[config.mk]
export PLATFORM = sky130hd
export DESIGN_NAME = cv32e40p_x_wb_arbiter
export DESIGN_NICKNAME = d
export VERILOG_FILES = /design/src/rtl/cv32e40p_x_wb_arbiter.sv
export SDC_FILE = /design/constraint.sdc
export NUM_CORES = 1
export LEC_CHECK = 0
export CAP_MARGIN = 20
export CORE_MARGIN = 4
export CORE_UTILIZATION = 60
export CTS_BUF_LIST = sky130_fd_sc_hd__clkbuf_4
export CTS_CLUSTER_DIAMETER = 150
export DETAILED_ROUTE_END_ITERATION = 8
export DONT_BUFFER_PORTS = 1
export PLACE_DENSITY = 0.83
export SYNTH_ARGS = -nofsm -noshare
export SYNTH_HDL_FRONTEND = slang
export SYNTH_SLANG_ARGS = --single-unit
export TNS_END_PERCENT = 100
[constraint.sdc]
create_clock -name clk -period 4.8 [get_ports clk]
set_input_delay 0.96 -clock clk [delete_from_list [all_inputs] [get_ports clk]]
set_output_delay 0.96 -clock clk [all_outputs]
set_load 0.02 [all_outputs]
[src/rtl/cv32e40p_x_wb_arbiter.sv]
// Shares the register-file ALU write port between EX-stage writes and
// coprocessor (X) results. Results that cannot be written immediately wait in a small FIFO.
module cv32e40p_x_wb_arbiter #(
    parameter int unsigned DEPTH        = 2,
    parameter int unsigned STARVE_LIMIT = 4
) (
    input  logic        clk,
    input  logic        rst,
    input  logic        x_rvalid_i,
    input  logic [4:0]  x_rd_i,
    input  logic [31:0] x_data_i,
    output logic        x_rready_o,
    input  logic        ex_we_i,
    input  logic [5:0]  ex_waddr_i,
    input  logic [31:0] ex_wdata_i,
    output logic        wb_contention_o,
    output logic        rf_we_o,
    output logic [5:0]  rf_waddr_o,
    output logic [31:0] rf_wdata_o,
    output logic [3:0]  x_level_o
);

    localparam int unsigned PTR_W = (DEPTH > 1) ? $clog2(DEPTH) : 1;
    typedef logic [PTR_W-1:0] ptr_t;

    logic [4:0]  buf_rd_q   [DEPTH];
    logic [4:0]  buf_rd_d   [DEPTH];
    logic [31:0] buf_data_q [DEPTH];
    logic [31:0] buf_data_d [DEPTH];
    ptr_t        head_q, head_d, tail_q, tail_d;
    logic [3:0]  level_q, level_d;
    logic [3:0]  starve_q, starve_d;

    logic empty, full, x_fire, x_live, hazard, starved, pop, push, bypass;

    always_comb begin
        empty      = (level_q == 4'd0);
        full       = (level_q == 4'(DEPTH));
        x_rready_o = !rst && !full;
        x_fire     = x_rvalid_i && x_rready_o;
        x_live     = x_fire && (x_rd_i != 5'd0);

        // An EX write must not overtake an older buffered result to the same register.
        hazard = 1'b0;
        for (int i = 0; i < DEPTH; i++) begin
            if ((4'(i) < level_q) && ({1'b0, buf_rd_q[head_q + ptr_t'(i)]} == ex_waddr_i))
                hazard = 1'b1;
        end
        hazard  = hazard && ex_we_i;
        starved = !empty && (starve_q == 4'(STARVE_LIMIT));

        pop    = !rst && !empty && (hazard || starved || !ex_we_i);
        bypass = !rst && empty && !ex_we_i && x_live;
        push   = x_live && !bypass;

        wb_contention_o = 1'b0;
        rf_we_o         = 1'b0;
        rf_waddr_o      = 6'd0;
        rf_wdata_o      = 32'd0;
        if (pop) begin
            rf_we_o         = 1'b1;
            rf_waddr_o      = {1'b0, buf_rd_q[head_q]};
            rf_wdata_o      = buf_data_q[head_q];
            wb_contention_o = ex_we_i;
        end else if (!rst && ex_we_i) begin
            rf_we_o    = 1'b1;
            rf_waddr_o = ex_waddr_i;
            rf_wdata_o = ex_wdata_i;
        end else if (bypass) begin
            rf_we_o    = 1'b1;
            rf_waddr_o = {1'b0, x_rd_i};
            rf_wdata_o = x_data_i;
        end
        x_level_o = rst ? 4'd0 : level_q;

        buf_rd_d   = buf_rd_q;
        buf_data_d = buf_data_q;
        if (push) begin
            buf_rd_d[tail_q]   = x_rd_i;
            buf_data_d[tail_q] = x_data_i;
        end
        head_d  = pop  ? head_q + ptr_t'(1) : head_q;
        tail_d  = push ? tail_q + ptr_t'(1) : tail_q;
        level_d = level_q + {3'd0, push} - {3'd0, pop};

        if (pop || empty)
            starve_d = 4'd0;
        else if (starve_q != 4'(STARVE_LIMIT))
            starve_d = starve_q + 4'd1;
        else
            starve_d = starve_q;

        if (rst) begin
            head_d   = '0;
            tail_d   = '0;
            level_d  = 4'd0;
            starve_d = 4'd0;
        end
    end

    // NOTE: buffer storage is not reset; an entry is only read once level_q marks it valid.
    always_ff @(posedge clk) begin
        buf_rd_q   <= buf_rd_d;
        buf_data_q <= buf_data_d;
        head_q     <= head_d;
        tail_q     <= tail_d;
        level_q    <= level_d;
        starve_q   <= starve_d;
    end

endmodule

==> results.json, run 1 <==
{
  "min_from": "starve_q[0]",
  "maxCapViolations": 0,
  "antenna_cells": 0,
  "worstHoldPathType": "reg2reg",
  "yosysSeqAreaShare_pct": 52.8,
  "syn-instance-count": 374,
  "ioPinCount": 124,
  "dp.cells": 452,
  "first_pass_iters": 4,
  "r2r-end": "level_q[2]",
  "num_rows": 31,
  "reg2reg_from": "head_q",
  "max_stage_delay_ns": 0.71,
  "place_ws_ns": 0.984,
  "hold_viol": 0,
  "final_cell_mix": "74 x edfxtp_1, 49 x nor2_1, 42 x mux2i_1",
  "finalCritPeriodShare_pct": 90.6,
  "die-height_um": 95.4,
  "required_ns": 3.84,
  "gp_congestion": 0.792,
  "grt_max_degree": 66,
  "synth_fp_nets": 461,
  "ir_drop_v": 0.000281,
  "grt_pass1_wl_um": 14700,
  "synth_compound_area_share_pct": 10.3,
  "critPathLaunchType": "flop",
  "slew_violations": 0,
  "htreeDepth": 3,
  "core_um2": 7330,
  "drc_errors": 0,
  "whs_ns": 0.493,
  "arrival_ns": 3.39,
  "reg2reg_depth": 13,
  "max_freq_mhz": 230,
  "crit_family": "simple AND/OR/NAND/NOR gates",
  "synth_mux_area_share_pct": 17.0,
  "die_area_um2": 9110,
  "final_cell_count_no_fill": 469,
  "cts_tree": "built",
  "dieWidth_um": 95.4,
  "area_growth_pct": 5.86,
  "cts_buffer_depth": 2,
  "ys_warn_count": 0,
  "cts_buffers": 9,
  "setup_slack_ns": 0.449,
  "vias": 2978,
  "hold_path_depth": 1,
  "rsz0062_at_grt": "false",
  "cts_resized": 0,
  "power.leakage_nw": 1.70,
  "grt_antenna_before_repair": 0,
  "layout_commonest_cell": "edfxtp_1",
  "drt_iter0_markers": 219,
  "yosys.area_share.adder_pct": 2.35,
  "fin_nets": 452,
  "overflow": 0,
  "max-slew-margin-rel_pct": 35.9,
  "via_per_inst": 6.35,
  "worstSetupPathType": "reg2out",
  "finalSetupViolations": 0,
  "syn-cell-area_um2": 4590,
  "avgSynthCellArea_um2": 12.3,
  "synth_edf_count": 74,
  "cp-end-kind": "output pin",
  "hold_path_end": "starve_q[0]",
  "port_buffers": 0,
  "run_status": "finished clean",
  "synth_xor_area_share_pct": 2.67,
  "path_cells": "inv_1, ha_1, nand2b_1, nand2b_1, nor3b_2, nor3b_4, buf_4, a22o_1, mux2_1",
  "worstMarginPinSlew_ns": 0.961,
  "wl_per_cell_um": 20.6,
  "wl_um": 9680,
  "clock_latency_ns": 0.42,
  "hpwl_um": 6520,
  "postRouteAntennaNets": 0,
  "hold_buffers": 0,
  "fin_setup_tns_ns": 0,
  "reg2reg_slack_ns": 1.10,
  "critPathSlowestCell": "nor3b_4",
  "grt_usage_pct": 21.3,
  "grt_pass1_vias": 2963,
  "synth-simple-area-share_pct": 11.3,
  "cts.sinks": 84,
  "ys_seq_elements": 84,
  "postCtsSetupBuffers": 0,
  "ys.flop_type": "edfxtp_1",
  "critPathMaxFanout": 17,
  "drive_gt1_share_pct": 9.19,
  "path_common_cell": "nand2b_1",
  "synth_top_family_by_area": "multiplexers",
  "layout_min_cycle_time_ns": 4.35,
  "initial_core_util_pct": 62.6,
  "async_reset_ff_share_pct": 0,
  "clock_skew_ns": 0.0114,
  "cts-root-buf": "clkbuf_4",
  "critPathBufInv": 2,
  "synth_cell_type_count": 40,
  "path_clk_slew_ns": 0.13,
  "p_per_area_nw_per_um2": 485
}
cells by family (layout without fill, tap and decap cells):
| family | count (synthesis) | in the layout |
|---|---|---|
| and+or+nand+nor | 103 | 103 |
| buffers and inverters | 35 | 31 |
| muxes | 74 | 74 |
| adders and majority gates | 8 | 8 |
| DFF | 84 | 84 |
| AOI/OAI and AO/OA | 56 | 56 |
| xor gates and xnor gates | 14 | 14 |
Yosys cell counts (all sizes together) (4+ instances only):
cell	n	area share, %
nor2b	5	0.68
mux2i	42	9.2
xnor2	10	1.9
buf	10	1.5
clkbuf	16	1.3
a22o	32	6.1
a2111oi	5	0.95
inv	9	0.74
nor2	50	4.1
mux2	32	7.9
nor3	18	2.0
ha	7	1.9
edfxtp	74	48
dfxtp	10	4.4
or4	6	0.98
nand3b	5	0.82
a22oi	5	0.82
a21oi	7	0.85
xor2	4	0.76
how the worst max path moves through the flow:
stage | from | to | depth (start not counted)
after floorplan | rst | buf_data_q[32] | 5
after global placement | head_q | rf_wdata_o[17] | 7
after detailed placement | head_q | rf_wdata_o[6] | 7
after CTS | level_q[2] | rf_wdata_o[16] | 9
after global routing | level_q[2] | rf_wdata_o[6] | 9
final | level_q[2] | rf_wdata_o[16] | 9
report_power, final:
group / switching, mW / internal, mW
Sequential: 0.0730 / 0.876
Combinational: 0.539 / 0.347
Clock: 0.250 / 0.268
stage by stage:
step / util (%) / power (mW) / cell area (um^2)
floorplan: - / 1.72 / 4590
global placement: 63.3 / 1.80 / 4640
detailed placement: 63.3 / 1.83 / 4640
CTS: 65.9 / 2.35 / 4830
global route: 66.2 / 2.47 / 4860
finish: 66.2 / 2.35 / 4860
worst reg2reg max path: stages (launching register included):
cell     delay, ns
dfxtp_2       0.85
mux2i_1       0.39
xnor2_1       0.12
nor4_2        0.37
a21o_1        0.31
nor2_1        0.14
a21oi_1       0.19
ha_1          0.25
inv_1         0.06
ha_1          0.18
inv_1         0.07
fa_1          0.40
xor2_1        0.22
nor2_1        0.06
routing by layer:
metal  routed length, um  global-route usage [%]
met1                3870                    26.8
met2                4830                    35.2
met3                 760                    5.37
met4                 217                    9.00
met5                   0                       0
registers in the layout, indices dropped and copies added, names as in the netlist:
signal      count
buf_rd_q       10
tail_q          1
head_q          1
level_q         4
buf_data_q     64
starve_q        4
final cells by class:
| type | count | area (um^2) |
|---|---|---|
| fillers | 555 | 2470 |
| flip-flops and latches | 84 | 2420 |
| multi-input cells | 255 | 2020 |
| well taps | 99 | 124 |
| clock inverters | 7 | 123 |
| clock buffers | 9 | 67.6 |
| repair buffers | 6 | 65.1 |
| inverters | 9 | 33.8 |
(Power assumes the default switching activity.)
==> inputs of run 2 (changes only) <==
--- a/config.mk
+++ b/config.mk
@@ -13,6 +13,7 @@
 export DETAILED_ROUTE_END_ITERATION = 8
 export DONT_BUFFER_PORTS = 1
 export PLACE_DENSITY = 0.83
+export SLEW_MARGIN = 10
 export SYNTH_ARGS = -nofsm -noshare
 export SYNTH_HDL_FRONTEND = slang
 export SYNTH_SLANG_ARGS = --single-unit
==> results of run 2 <==
The final DEF is identical to that of run 1; final timing and power are the same.
